`src/rtl/ds_dac_ctrl.sv`:
```
// Sample scheduler and soft-mute controller for the delta-sigma DAC.
// Paces samples at clk50m/DIV and ramps a digital gain so the output fades to and from mid-scale.
module ds_dac_ctrl #(
    parameter int          DIV  = 1042,
    parameter int          STEP = 64,
    parameter logic [15:0] MID  = 16'h8000
) (
    input  logic        clk50m,
    input  logic        rst,
    input  logic        enable,
    input  logic [15:0] s_data,
    input  logic        s_valid,
    output logic        s_ready,
    output logic [15:0] dac_din,
    output logic        tick,
    output logic [1:0]  state,
    output logic        underrun,
    input  logic        clr_underrun
);

    localparam int          CW       = (DIV > 1) ? $clog2(DIV) : 1;
    localparam logic [CW-1:0] CNT_LAST = CW'(DIV - 1);
    localparam logic [16:0] G_FULL   = 17'h10000;
    localparam logic [16:0] STEP_G   = 17'(STEP);

    localparam logic [1:0] ST_IDLE      = 2'd0;
    localparam logic [1:0] ST_RAMP_UP   = 2'd1;
    localparam logic [1:0] ST_PLAY      = 2'd2;
    localparam logic [1:0] ST_RAMP_DOWN = 2'd3;

    logic [1:0]         state_r;
    logic [1:0]         state_nx_s;
    logic [CW-1:0]      cnt_r;
    logic [16:0]        g_r;
    logic [15:0]        cur_r;
    logic [15:0]        hold_r;
    logic               hold_v_r;
    logic               underrun_r;
    logic [15:0]        dac_din_r;

    logic               tick_s;
    logic               s_ready_s;
    logic               xfer_s;
    logic               going_idle_s;
    logic [17:0]        g_sum_s;
    logic [16:0]        g_up_s;
    logic [16:0]        g_dn_s;
    logic signed [16:0] d_s;
    logic signed [34:0] p_s;
    logic [15:0]        dac_nx_s;

    // Saturating gain candidates for the next tick in either ramp direction.
    always_comb begin
        g_sum_s = {1'b0, g_r} + {1'b0, STEP_G};
        if (g_sum_s >= {1'b0, G_FULL}) begin
            g_up_s = G_FULL;
        end else begin
            g_up_s = g_sum_s[16:0];
        end
        if (g_r > STEP_G) begin
            g_dn_s = g_r - STEP_G;
        end else begin
            g_dn_s = 17'd0;
        end
    end

    // FSM state register.
    always_ff @(posedge clk50m or posedge rst) begin
        if (rst) begin
            state_r <= ST_IDLE;
        end else begin
            state_r <= state_nx_s;
        end
    end

    // FSM next-state: enable changes act at once, gain end-points only on a tick.
    always_comb begin
        state_nx_s = state_r;
        case (state_r)
            ST_IDLE: begin
                if (enable) state_nx_s = ST_RAMP_UP;
                else        state_nx_s = ST_IDLE;
            end
            ST_RAMP_UP: begin
                if (!enable)                           state_nx_s = ST_RAMP_DOWN;
                else if (tick_s && (g_up_s == G_FULL)) state_nx_s = ST_PLAY;
                else                                   state_nx_s = ST_RAMP_UP;
            end
            ST_PLAY: begin
                if (!enable) state_nx_s = ST_RAMP_DOWN;
                else         state_nx_s = ST_PLAY;
            end
            ST_RAMP_DOWN: begin
                if (enable)                             state_nx_s = ST_RAMP_UP;
                else if (tick_s && (g_dn_s == 17'd0))   state_nx_s = ST_IDLE;
                else                                    state_nx_s = ST_RAMP_DOWN;
            end
            default: state_nx_s = ST_IDLE;
        endcase
    end

    // FSM outputs derived from registered state.
    always_comb begin
        if (state_r != ST_IDLE) begin
            tick_s    = (cnt_r == CNT_LAST);
            s_ready_s = !hold_v_r;
        end else begin
            tick_s    = 1'b0;
            s_ready_s = 1'b0;
        end
        xfer_s       = s_valid && s_ready_s;
        going_idle_s = (state_r == ST_RAMP_DOWN) && (state_nx_s == ST_IDLE);
    end

    // Sample-period counter and gain ramp.
    always_ff @(posedge clk50m or posedge rst) begin
        if (rst) begin
            cnt_r <= {CW{1'b0}};
            g_r   <= 17'd0;
        end else begin
            if ((state_r == ST_IDLE) || tick_s) begin
                cnt_r <= {CW{1'b0}};
            end else begin
                cnt_r <= cnt_r + CW'(1);
            end
            case (state_r)
                ST_IDLE:      g_r <= 17'd0;
                ST_RAMP_UP:   g_r <= tick_s ? g_up_s : g_r;
                ST_PLAY:      g_r <= G_FULL;
                ST_RAMP_DOWN: g_r <= tick_s ? g_dn_s : g_r;
                default:      g_r <= 17'd0;
            endcase
        end
    end

    // One-entry input buffer, current sample and sticky underrun flag.
    always_ff @(posedge clk50m or posedge rst) begin
        if (rst) begin
            hold_r     <= 16'h0000;
            hold_v_r   <= 1'b0;
            cur_r      <= MID;
            underrun_r <= 1'b0;
        end else begin
            if (xfer_s) begin
                hold_r <= s_data;
            end else begin
                hold_r <= hold_r;
            end
            if (going_idle_s) begin
                hold_v_r <= 1'b0;
            end else if (xfer_s) begin
                hold_v_r <= 1'b1;
            end else if (tick_s && hold_v_r) begin
                hold_v_r <= 1'b0;
            end else begin
                hold_v_r <= hold_v_r;
            end
            if (going_idle_s) begin
                cur_r <= MID;
            end else if (tick_s && hold_v_r) begin
                cur_r <= hold_r;
            end else begin
                cur_r <= cur_r;
            end
            // A new underrun beats a coincident clear.
            if (tick_s && !hold_v_r) begin
                underrun_r <= 1'b1;
            end else if (clr_underrun) begin
                underrun_r <= 1'b0;
            end else begin
                underrun_r <= underrun_r;
            end
        end
    end

    // Scale the sample around mid-scale; floor shift keeps the result inside 0..65535.
    always_comb begin
        d_s      = $signed({1'b0, cur_r}) - 17'sh08000;
        p_s      = 35'(d_s) * 35'($signed({1'b0, g_r}));
        dac_nx_s = 16'(p_s >>> 16) + 16'h8000;
    end

    // Output register to the DAC.
    always_ff @(posedge clk50m or posedge rst) begin
        if (rst) begin
            dac_din_r <= MID;
        end else begin
            dac_din_r <= dac_nx_s;
        end
    end

    assign s_ready  = s_ready_s;
    assign tick     = tick_s;
    assign state    = state_r;
    assign underrun = underrun_r;
    assign dac_din  = dac_din_r;

endmodule
```
`config.mk`:
```
export PLATFORM = sky130hd
export DESIGN_NAME = ds_dac_ctrl
export DESIGN_NICKNAME = d
export VERILOG_FILES = /design/src/rtl/ds_dac_ctrl.sv
export SDC_FILE = /design/constraint.sdc
export NUM_CORES = 1
export LEC_CHECK = 0
export ABC_CLOCK_PERIOD_IN_PS = 7500
export CAP_MARGIN = 20
export CORE_MARGIN = 2
export CORE_UTILIZATION = 49
export DETAILED_ROUTE_END_ITERATION = 6
export PLACE_DENSITY = 0.74
export SETUP_SLACK_MARGIN = 0.3
export SLEW_MARGIN = 20
export SYNTH_ARGS = -nofsm -noshare
export SYNTH_HDL_FRONTEND = slang
export SYNTH_SLANG_ARGS = --single-unit
```
`constraint.sdc`:
```
create_clock -name clk50m -period 7.5 [get_ports clk50m]
set_input_delay 1.875 -clock clk50m [delete_from_list [all_inputs] [get_ports clk50m]]
set_output_delay 1.875 -clock clk50m [all_outputs]
set_load 0.02 [all_outputs]
```
==> flow_summary.ini, run 1 <==
[synthesis]
synth_common_cells = inv_1 (254), fa_1 (223), nand2_1 (183)
synth-edff-count = 0
ys_top_cells_by_area = fa_1 (34%), dfrtp_1 (15%), ha_1 (11%)
synth_fp_nets = 1764
synth-seq-area-share = 0.155
yosysMostFrequentCell = inv_1
synthFlopType = dfrtp_1
synth_seq_cells = 80
synth_top_area_frac = 0.345
avgSynthCellArea_um2 = 9.20
ys_warn_count = 0
synth_area_leader_cell = fa_1
syn_area_mm2 = 0.0130
syn_inst = 1409
async_reset_ff_frac = 1.00
synth_cell_type_count = 71

[timing]
period_share = 0.867
hold_viol = 0
rsz0062_at_grt = no
slew_viol_final = 0
worstMarginPinSlew_ns = 0.948
setup_viol = 0
fmaxAchievable_mhz = 154
fin_tns_setup_ns = 0
slew_headroom = 0.368
post-route-min-period_ns = 6.50
fin_skew_ns = 0.00668

[floorplan]
die_w_um = 167
rows = 59
die_y_um = 167
dieArea_mm2 = 0.0278
initial_core_util = 0.499
io_pins = 42
core_area_mm2 = 0.0260

[cells_and_area]
syn_to_final_growth_pct = 7.11
n_antenna_cell = 0
multi_input_area_mm2 = 0.00968
final_util = 0.534
finalNetCount = 1758
layout-drive-gt1-share = 0.0469
final-seq-area_mm2 = 0.00200
fin_cells = 1743
fill_cells = 2333

[global_routing]
grt_pass1_vias = 10027
antenna_found_initial = 0
grt_util_all_layers = 0.225
grt_max_degree = 81
grt_overflow_total = 0
grt_first_pass_wirelength_mm = 50.3

[routing]
drc = 0
totalWireLength_mm = 29.8
postRouteAntennaNets = 0
via_per_inst = 5.48
drtIter0Drc = 592
wl_per_cell_um = 17.1
first_pass_iters = 5
vias = 9558

[cts]
cts_resized = 0
clock-sinks = 80
htreeDepth = 3
clkTransAtPathRegs_ns = 0.06
cts_hold_buf = 0
cts-root-buf = clkbuf_16
cts_setup_buffers = 0
cts_tree = yes
clockBufferDepth = 2
insertion_delay_ns = 0.35
cts_buffers = 9

[worst_setup_path]
critPathKind = flop to flop
required_ns = 7.77
cp-start-kind = flop
endpoint_kind = flop
arrival_ns = 6.77
critPathMaxFanout = 25

[power_and_ir_drop]
switching_share = 0.426
p_int_uw = 1260
p_switching_uw = 936
p_per_area_mw_per_mm2 = 158
pwr-share-comb = 0.504
peakVddDrop_v = 0.000148
leakagePower_uw = 0.00704
pwr-share-clk = 0.201
seqPwrFrac = 0.295

[placed_design]
gp_congestion = 0.912
dp_cells = 1727
io_buffers = 41
hpwl_mm = 23.5

[run]
drv_cap = 0

[run_status]
status = complete, no violations

[hold_path]
hold_path.class = flop to flop
sequential cells by signal, summed over array words and instances (netlist names):
name and count:
cnt_r 11, cur_r 16, dac_din 16, g_r 17
hold_r 16, hold_v_r 1, state 2, underrun 1
power groups by stage:
stage / clock network [uW] / logic (uW) / registers [uW]
4_1_cts: 451 / 1120 / 645
6_report: 441 / 1110 / 648
5_1_grt: 469 / 1260 / 659
3_5_place_dp: 0 / 1110 / 654
3_3_place_gp: 0 / 1080 / 649
2_1_floorplan: 0 / 819 / 627
critical path, stage by stage (launching register included):
cell and delay, ns:
dfstp_2 0.85, clkinv_1 0.46, nand2_1 0.21, fa_1 0.45, fa_1 0.49, inv_1 0.05
fa_1 0.50, fa_1 0.44, fa_1 0.50, inv_1 0.05, fa_1 0.47, inv_1 0.04
ha_1 0.33, a21o_1 0.19, a21oi_1 0.14, o2111ai_1 0.18, a31oi_1 0.37, o21ai_0 0.20
a21oi_1 0.29, mux2i_1 0.21
routing by layer:
layer / track usage / wire length [um] / vias up
met1: 0.293 / 12100 / 4832
met4: 0.0918 / 1210 / 0
met5: 0 / 0 / -
met3: 0.0280 / 1590 / 75
li1: - / - / 4346
met2: 0.383 / 14900 / 305
path summary, 6_finish.rpt:
kind / from / end / slack, ns / cells past startpoint
max in group asynchronous: rst / g_r[13]$_DFFE_PP0P_ / 4.94 / 3
setup / recovery: cur_r[15]$_DFFE_PP1P_ / dac_din[12]$_DFF_PP0_ / 1.00 / 19
setup reg to reg: cur_r[15]$_DFFE_PP1P_ / dac_din[12]$_DFF_PP0_ / 1.00 / 19
min in group asynchronous: rst / hold_r[3]$_DFFE_PP0P_ / 2.04 / 3
hold reg to reg: hold_r[2]$_DFFE_PP0P_ / hold_r[2]$_DFFE_PP0P_ / 0.51 / 1
hold / removal: hold_r[2]$_DFFE_PP0P_ / hold_r[2]$_DFFE_PP0P_ / 0.51 / 1
kinds of logic (layout without fill, tap and decap cells):
group,after synthesis,count (layout),synth area share
compound gates,133,133,0.0646
mux,20,20,0.0173
xor+xnor,36,36,0.0243
fa+ha+maj,334,334,0.452
buf+inv,329,328,0.0985
simple gates,477,477,0.189
flops,80,80,0.155
placed cells by master, fill, tap and decap left out, types with 3 or more instances in the layout:
| cell type | netlist | layout |
|---|---|---|
| a31oi_1 | 8 | 8 |
| o211ai_1 | 3 | 3 |
| o21a_1 | 3 | 3 |
| nand3_1 | 32 | 32 |
| nand2b_1 | 3 | 3 |
| clkbuf_16 | 0 | 9 |
| o21ai_0 | 21 | 21 |
| nor2_1 | 53 | 53 |
| o31ai_1 | 5 | 5 |
| mux2i_1 | 3 | 3 |
| inv_1 | 254 | 253 |
| xor2_1 | 15 | 15 |
| a21o_1 | 10 | 10 |
| mux2_2 | 16 | 16 |
| fa_1 | 223 | 223 |
| a211oi_1 | 3 | 3 |
| nor3_1 | 5 | 5 |
| nand4_1 | 8 | 8 |
| inv_6 | 0 | 3 |
| dfrtp_1 | 78 | 78 |
| and3_1 | 10 | 10 |
| or2_2 | 4 | 4 |
| buf_4 | 2 | 14 |
| nand2_1 | 183 | 183 |
| xnor2_1 | 21 | 21 |
| ha_1 | 111 | 111 |
| nor2b_1 | 14 | 14 |
| a21oi_1 | 49 | 49 |
| and2_1 | 146 | 146 |
| a32oi_1 | 3 | 3 |
| clkdlybuf4s50_1 | 0 | 41 |
| o22ai_1 | 3 | 3 |
cell type report:
class,instances,share of cell area
clock buffer,10,0.0172
clock inverter,6,0.00361
inverter,256,0.0693
multi-input combinational,1000,0.697
sequential,80,0.144
tap,335,0.0302
timing repair buffer,56,0.0380
metrics by stage:
stage | setup slack [ns] | hold WS [ns] | power (uW) | instance area, um2
floorplan | 1.53 | 0.464 | 1450 | 13000
finish | 1.00 | 0.508 | 2190 | 13900
global placement | 1.26 | 0.491 | 1730 | 13600
global route | 0.705 | 0.532 | 2380 | 13900
CTS | 1.06 | 0.513 | 2220 | 13900
detailed placement | 1.05 | 0.496 | 1760 | 13600
Power figures use the tool's default switching activity.
==> run 2, diff against run 1 <==
--- a/config.mk
+++ b/config.mk
@@ -7,12 +7,14 @@
 export LEC_CHECK = 0
 export ABC_CLOCK_PERIOD_IN_PS = 7500
 export CAP_MARGIN = 20
+export CELL_PAD_IN_SITES_DETAIL_PLACEMENT = 0
+export CELL_PAD_IN_SITES_GLOBAL_PLACEMENT = 1
 export CORE_MARGIN = 2
 export CORE_UTILIZATION = 49
 export DETAILED_ROUTE_END_ITERATION = 6
-export PLACE_DENSITY = 0.74
+export PLACE_DENSITY = 0.89
+export REMOVE_ABC_BUFFERS = 1
 export SETUP_SLACK_MARGIN = 0.3
-export SLEW_MARGIN = 20
 export SYNTH_ARGS = -nofsm -noshare
 export SYNTH_HDL_FRONTEND = slang
 export SYNTH_SLANG_ARGS = --single-unit
==> run 2 against run 1 <==
- combinational power hardly changed
- final cell count hardly changed
- global-route usage is 0.65 points higher
- routed wire length is 4.4% higher
- register-to-register slack worse by 0.13 ns
- design area is 0.50% higher
- critical path type unchanged
- total power is 3.2% higher
- first-iteration DRC count is 16% higher
- clock skew is 0.0038 ns higher
==> flow_summary.ini, run 2 (synthesis gave the netlist of run 1 again) <==
[worst_setup_path]
endpoint_kind = flop
critPathMaxFanout = 28
required_ns = 7.70
critPathKind = flop to flop
arrival_ns = 6.83
cp-start-kind = flop

[power_and_ir_drop]
leakagePower_uw = 0.00707
peakVddDrop_v = 0.000127
power.total_uw = 2260
p_per_area_mw_per_mm2 = 162

[cells_and_area]
syn_to_final_growth_pct = 7.64
layout_commonest_cell = inv_1
largest_register_ffs = 17
fill_cells = 2364
multi_input_area_mm2 = 0.00968
finalNetCount = 1759
layout-drive-gt1-share = 0.0476
n_antenna_cell = 0
fin_cells = 1744
final-seq-area_mm2 = 0.00200
largest-register = g_r
mostFrequentLayoutCells = inv_1 (253), fa_1 (223), nand2_1 (183)

[routing]
first_pass_iters = 5
totalWireLength_mm = 31.1
vias = 9556
via_per_inst = 5.48
drc = 0
wl_per_cell_um = 17.8
postRouteAntennaNets = 0
drtIter0Drc = 689

[hold_path]
hold_path.class = flop to flop

[global_routing]
antenna_found_initial = 0
grt_pass1_vias = 9967
grt_max_degree = 81
grt_util_all_layers = 0.232
grt_first_pass_wirelength_mm = 51.2
grt_overflow_total = 0

[cts]
insertion_delay_ns = 0.35
clockBufferDepth = 2
cts_hold_buf = 0
cts-root-buf = clkbuf_16
clkTransAtPathRegs_ns = 0.07
clock-sinks = 80
cts_buffers = 9
cts_resized = 0
cts_setup_buffers = 0
cts_tree = yes
htreeDepth = 3

[timing]
holdWs_ns = 0.508
period_share = 0.885
rsz0062_at_grt = no
slew_viol_final = 0
setup_viol = 0
hold_viol = 0
slew_headroom = 0.319
fin_skew_ns = 0.0104
fin_tns_setup_ns = 0
post-route-min-period_ns = 6.63
fmaxAchievable_mhz = 151
worstMarginPinSlew_ns = 1.02
setup_slack_ns = 0.866

[placed_design]
gp_congestion = 0.867
hpwl_mm = 24.2
io_buffers = 41
dpl_worst_slack_ns = 0.914
dp_cells = 1727

[floorplan]
initial_core_util = 0.499
core_area_mm2 = 0.0260
dieArea_mm2 = 0.0278
die_y_um = 167
die_w_um = 167
rows = 59
io_pins = 42

[run]
drv_cap = 0

[run_status]
status = complete, no violations
==> run 2: power by group <==
part / switching (uW) / internal (uW) / leakage [uW]
clock network: 205 / 300 / 0.000165
logic: 621 / 490 / 0.00591
registers: 118 / 529 / 0.000993
==> run 2: final timing paths <==
path | start | endpoint | slack (ns) | cells past startpoint
setup / recovery | g_r[6]$_DFFE_PP0P_ | dac_din[13]$_DFF_PP0_ | 0.87 | 17
hold / removal | hold_r[12]$_DFFE_PP0P_ | hold_r[12]$_DFFE_PP0P_ | 0.51 | 1
setup reg to reg | g_r[6]$_DFFE_PP0P_ | dac_din[13]$_DFF_PP0_ | 0.87 | 17
hold reg to reg | hold_r[12]$_DFFE_PP0P_ | hold_r[12]$_DFFE_PP0P_ | 0.51 | 1
max in group asynchronous | rst | cur_r[15]$_DFFE_PP1P_ | 5.02 | 4
min in group asynchronous | rst | dac_din[14]$_DFF_PP0_ | 1.85 | 3
==> run 2: cell type report <==
| class | count | area share |
|---|---|---|
| multi-input combinational | 1000 | 0.694 |
| sequential | 80 | 0.144 |
| inverter | 256 | 0.0690 |
| timing repair buffer | 57 | 0.0395 |
| tap | 335 | 0.0301 |
| clock buffer | 9 | 0.0161 |
| clock inverter | 7 | 0.00781 |
==> run 2: per-layer routing <==
| metal | share of wire | vias to the layer above | track usage |
|---|---|---|---|
| met5 | 0 | - | 0 |
| met4 | 0.042 | 0 | 0.103 |
| met3 | 0.060 | 73 | 0.0264 |
| met2 | 0.50 | 360 | 0.398 |
| met1 | 0.40 | 4787 | 0.296 |
| li1 | - | 4336 | - |
==> run 2: through the flow <==
step | utilization | instance area [um2]
finish | 0.537 | 13900
global route | 0.537 | 13900
CTS | 0.536 | 13900
detailed placement | 0.523 | 13600
global placement | 0.523 | 13600
floorplan | - | 12600
==> run 2: worst max-delay path, cell delays in order (launching register included) <==
cell and delay [ns]:
dfrtp_1 1.02, and2_1 0.26, fa_1 0.42, inv_1 0.08
fa_1 0.43, fa_1 0.50, fa_1 0.55, inv_1 0.05
fa_1 0.49, fa_1 0.47, ha_1 0.33, and3_1 0.20
a221oi_1 0.38, o21ai_0 0.16, a21oi_1 0.39, a21oi_1 0.19
a2111oi_0 0.46, a311oi_1 0.08
==> run 3, diff against run 2 <==
--- a/config.mk
+++ b/config.mk
@@ -7,12 +7,10 @@
 export LEC_CHECK = 0
 export ABC_CLOCK_PERIOD_IN_PS = 7500
 export CAP_MARGIN = 20
-export CELL_PAD_IN_SITES_DETAIL_PLACEMENT = 0
-export CELL_PAD_IN_SITES_GLOBAL_PLACEMENT = 1
 export CORE_MARGIN = 2
 export CORE_UTILIZATION = 49
 export DETAILED_ROUTE_END_ITERATION = 6
-export PLACE_DENSITY = 0.89
+export PLACE_DENSITY = 0.74
 export REMOVE_ABC_BUFFERS = 1
 export SETUP_SLACK_MARGIN = 0.3
 export SYNTH_ARGS = -nofsm -noshare
==> run 3 against run 2 <==
- routed wire length decreased by 0.54%
- critical endpoint is now dac_din[12]$_DFF_PP0_
- total power decreased by 0.23%
- clock-buffer cell count unchanged
- worst hold slack improved by 0.0014 ns
- die area unchanged
- non-clock buffer count decreased by 3
- sequential power about the same
- register-to-register slack improved by 0.10 ns
- clock power decreased by 1%
- largest power group unchanged
- combinational power about the same
- sequential share of layout area about the same
==> flow_summary.ini, run 3 (synthesis gave the netlist of run 1 again) <==
[timing]
hold_viol = 0
rsz0062_at_grt = no
slew_viol_final = 0
fin_tns_setup_ns = 0
post-route-min-period_ns = 6.53
fin_skew_ns = 0.00611
setup_viol = 0
period_share = 0.871
worstMarginPinSlew_ns = 1.02
fmaxAchievable_mhz = 153
setup_slack_ns = 0.967
slew_headroom = 0.320
holdWs_ns = 0.510

[routing]
first_pass_iters = 5
via_per_inst = 5.63
drc = 0
drtIter0Drc = 839
routedLengthMet1_mm = 11.8
vias = 9809
maxUsedRoutingLayer = met4
postRouteAntennaNets = 0
wl_per_cell_um = 17.8
totalWireLength_mm = 31.0
met2_length_mm = 15.5
wl_met3_mm = 2.15

[worst_setup_path]
cp_common_cell = fa_1
cp_cell_sequence = and2_1, fa_1, inv_1, fa_1, fa_1, fa_1, inv_1, fa_1, fa_1, ha_1, and3_1, a221oi_1, o2111ai_1, a31oi_1, o21ai_0, a21oi_1, mux2i_1
critPathMaxFanout = 28
arrival_ns = 6.81
cp-start-kind = flop
endpoint_kind = flop
cpPeakStageDelay_ns = 1.02
required_ns = 7.78
critPathKind = flop to flop
crit_slowest_cell = dfrtp_1

[floorplan]
dieArea_mm2 = 0.0278
rows = 59
die_w_um = 167
initial_core_util = 0.499
die_y_um = 167
io_pins = 42
core_area_mm2 = 0.0260

[global_routing]
antenna_found_initial = 0
grt_max_degree = 81
grt_first_pass_wirelength_mm = 51.6
grt_util_all_layers = 0.232
grt_pass1_vias = 10122
grt_overflow_total = 0

[cells_and_area]
largest-register = g_r
largest_register_ffs = 17
layout_commonest_cell = inv_1
mostFrequentLayoutCells = inv_1 (253), fa_1 (223), nand2_1 (183)
layout-drive-gt1-share = 0.0455
n_antenna_cell = 0
fill_cells = 2350
finalNetCount = 1756
syn_to_final_growth_pct = 7.45

[cts]
cts_buffers = 9
htreeDepth = 3
cts_hold_buf = 0
cts-root-buf = clkbuf_16
cts_resized = 0
clkTransAtPathRegs_ns = 0.07
clockBufferDepth = 2
cts_setup_buffers = 0
clock-sinks = 80
insertion_delay_ns = 0.35
cts_tree = yes

[power_and_ir_drop]
peakVddDrop_v = 0.000163
p_per_area_mw_per_mm2 = 162
leakagePower_uw = 0.00705

[hold_path]
hold_path.class = flop to flop

[run_status]
status = complete, no violations

[run]
drv_cap = 0

[placed_design]
gp_congestion = 0.906
hpwl_mm = 24.1
io_buffers = 41
dpl_worst_slack_ns = 1.01
## run 3: worst paths after layout
| kind | from | to | slack (ns) | cells past startpoint |
|---|---|---|---|---|
| max in group asynchronous | rst | cur_r[15]$_DFFE_PP1P_ | 5.01 | 4 |
| min in group asynchronous | rst | dac_din[14]$_DFF_PP0_ | 1.86 | 3 |
| worst min-delay path | hold_r[11]$_DFFE_PP0P_ | hold_r[11]$_DFFE_PP0P_ | 0.51 | 1 |
| worst min register to register | hold_r[11]$_DFFE_PP0P_ | hold_r[11]$_DFFE_PP0P_ | 0.51 | 1 |
| worst max register to register | g_r[6]$_DFFE_PP0P_ | dac_din[12]$_DFF_PP0_ | 0.97 | 17 |
| worst max-delay path | g_r[6]$_DFFE_PP0P_ | dac_din[12]$_DFF_PP0_ | 0.97 | 17 |
## run 3: stage by stage
| stage | util | instances | power [uW] | area, um2 |
|---|---|---|---|---|
| 6_report | 0.536 | 1741 | 2260 | 13900 |
| 5_1_grt | 0.536 | 1741 | 2440 | 13900 |
| 4_1_cts | 0.535 | 1740 | 2270 | 13900 |
| 3_5_place_dp | 0.522 | 1724 | 1770 | 13600 |
| 3_3_place_gp | 0.522 | 1724 | 1730 | 13600 |
| 2_1_floorplan | - | 1336 | 1420 | 12600 |
## run 3: per-layer routing
| layer | track usage | vias to the layer above |
|---|---|---|
| met4 | 0.112 | 0 |
| met2 | 0.392 | 436 |
| li1 | - | 4328 |
| met3 | 0.0278 | 110 |
| met5 | 0 | - |
| met1 | 0.298 | 4935 |
## run 3: layout make-up
type                       count  area (um2)  area share
clock buffer                   9         225      0.0162
inverter                     256         962      0.0691
tap                          335         419      0.0301
timing repair buffer          54         528      0.0379
sequential                    80        2000       0.144
clock inverter                 7         106     0.00764
multi-input combinational   1000        9680       0.695
## run 3: worst max-delay path, delay by kind of cell, from the launching register on
family / cells / cell delay (ns)
AND/OR/NAND/NOR: 2 / 0.46
multiplexers: 1 / 0.21
AO/OA/AOI/OAI: 5 / 1.47
adder cells (fa/ha/maj): 7 / 3.17
flip-flops: 1 / 1.02
buffers and inverters: 2 / 0.13
## run 3: power by group
part | leakage (uW) | switching [uW] | internal [uW]
Combinational | 0.00590 | 621 | 489
Sequential | 0.000993 | 119 | 529
Clock | 0.000163 | 201 | 299
Total | 0.00705 | 942 | 1320
==> variant (settings of run 2) <==
Put one more register stage on the output `underrun`, cleared by the reset. The value now appears one clock later. The other outputs are not delayed to match.
--- a/src/rtl/ds_dac_ctrl.sv
+++ b/src/rtl/ds_dac_ctrl.sv
@@ -192,7 +192,13 @@
     assign s_ready  = s_ready_s;
     assign tick     = tick_s;
     assign state    = state_r;
-    assign underrun = underrun_r;
+    always_ff @(posedge clk50m or posedge rst) begin
+        if (rst) begin
+            underrun <= '0;
+        end else begin
+            underrun <= underrun_r;
+        end
+    end
     assign dac_din  = dac_din_r;
 
 endmodule
Function: no difference found for any inputs over 10 cycles, from zero or initial values and one cycle with rst high; that may be too few to reach the edited logic, so the function may still have changed.
==> variant against run 2 <==
Synthesized area is 0.19% higher; final cell count decreased by 0.11%; design area hardly changed; clock skew rose by 0.71 ps; total power barely moved; setup slack worse by 27 ps; wire length is 0.91% lower; global-route usage fell by 0.060 points; count of clock-buffer cells in the layout unchanged; utilization fell by 0.16 points; sequential cell count grew 1; critical endpoint unchanged; largest power group unchanged.
==> variant: results (changes against run 2) <==
- Status: completed (unchanged)
- Worst Hold End: underrun (was hold_r[12])
- RR Startpoint: g_r[8] (was g_r[6])
- Global-route wire length before repair: 51000 um (was 51200 um)
- Met2 wire length: 15800 um (was 15600 um)
- Worst-path fanout max: 30 (was 28)
- Met1 WL: 12400 um (about the same)
- Relative area of non-clock buffer cells in the final design: 0.0379 (was 0.0395)
- Fraction of standard cell area in multi-input logic: 0.694 (about the same)
- Drt total wl: 30800 um (was 31100 um)
- Number of filler cells placed in the layout: 2345 (was 2364)
- Startpoint of the most critical hold path: underrun_r (was hold_r[12])
- DRC violation total after the first TritonRoute iteration: 659 (was 689)
- Total via count in the routed design: 9579 (was 9556)
- Clock-cell share of area: 0.0236 (was 0.0240)
- Sequential cell area share: 0.146 (was 0.144)
- Non-CTS buffers: 54 (was 57)
- Routability cong.: 0.884 (was 0.867)
- Maximum clock skew at final layout: 11.2 ps (was 10.4 ps)
- Placed instance area: 13600 um2 (about the same)
- Rel. slew slack: 0.241 (was 0.319)
- Combined global-route utilization of all metal layers: 0.231 (was 0.232)
- Via count of the first global-routing pass: 9879 (was 9967)
- Leakage Power: 7.07 nW (about the same)
- CTS sink cnt: 81 (was 80)
- Detailed Place HPWL: 23700 um (was 24200 um)
- Delay contributed by the slowest stage of the critical path: 1100 ps (was 1020 ps)
- Ranking of synthesized cells by area: sky130_fd_sc_hd__fa_1 (34%), sky130_fd_sc_hd__dfrtp_1 (15%), sky130_fd_sc_hd__ha_1 (11%), sky130_fd_sc_hd__inv_1 (7.3%), sky130_fd_sc_hd__and2_1 (7.0%) (was sky130_fd_sc_hd__fa_1 (34%), sky130_fd_sc_hd__dfrtp_1 (15%), sky130_fd_sc_hd__ha_1 (11%), sky130_fd_sc_hd__inv_1 (7.4%), sky130_fd_sc_hd__and2_1 (7.0%))
-- variant: cell types whose count changed in the layout (fill, tap and decap cells not counted) --
cell | before | now
sky130_fd_sc_hd__buf_4 | 15 | 12
sky130_fd_sc_hd__inv_6 | 3 | 5
sky130_fd_sc_hd__inv_8 | 2 | 0
sky130_fd_sc_hd__dfrtp_1 | 78 | 79
-- variant: power by group through the flow --
| stage | Sequential [mW] | Combinational [mW] | Clock [mW] |
|---|---|---|---|
| floorplan | 0.665 | 0.765 | 0 |
| global placement | 0.657 | 1.08 | 0 |
| detailed placement | 0.660 | 1.11 | 0 |
| CTS | 0.652 | 1.12 | 0.512 |
| global route | 0.669 | 1.25 | 0.527 |
| finish | 0.656 | 1.11 | 0.501 |
-- variant: stage by stage --
step | utilization | hold WS [ps] | setup slack, ps | total power [mW] | cells
floorplan | - | 354 | 1770 | 1.43 | 1337
global placement | 0.521 | 360 | 1020 | 1.74 | 1725
detailed placement | 0.521 | 372 | 913 | 1.77 | 1725
CTS | 0.534 | 389 | 896 | 2.28 | 1741
global route | 0.535 | 415 | 500 | 2.45 | 1742
finish | 0.535 | 392 | 838 | 2.26 | 1742
-- variant: per-layer routing --
layer / GRT usage / vias to the layer above
met5: 0 / -
met4: 0.0836 / 0
met3: 0.0271 / 67
met2: 0.404 / 299
met1: 0.297 / 4881
li1: - / 4332
-- variant: logic make-up after synthesis --
kind of cell,Yosys count,synth area share
simple gates,477,0.188
xor+xnor,36,0.0243
buf+inv,329,0.0983
compound gates,133,0.0645
mux,20,0.0173
flops,81,0.156
fa+ha+maj,334,0.451
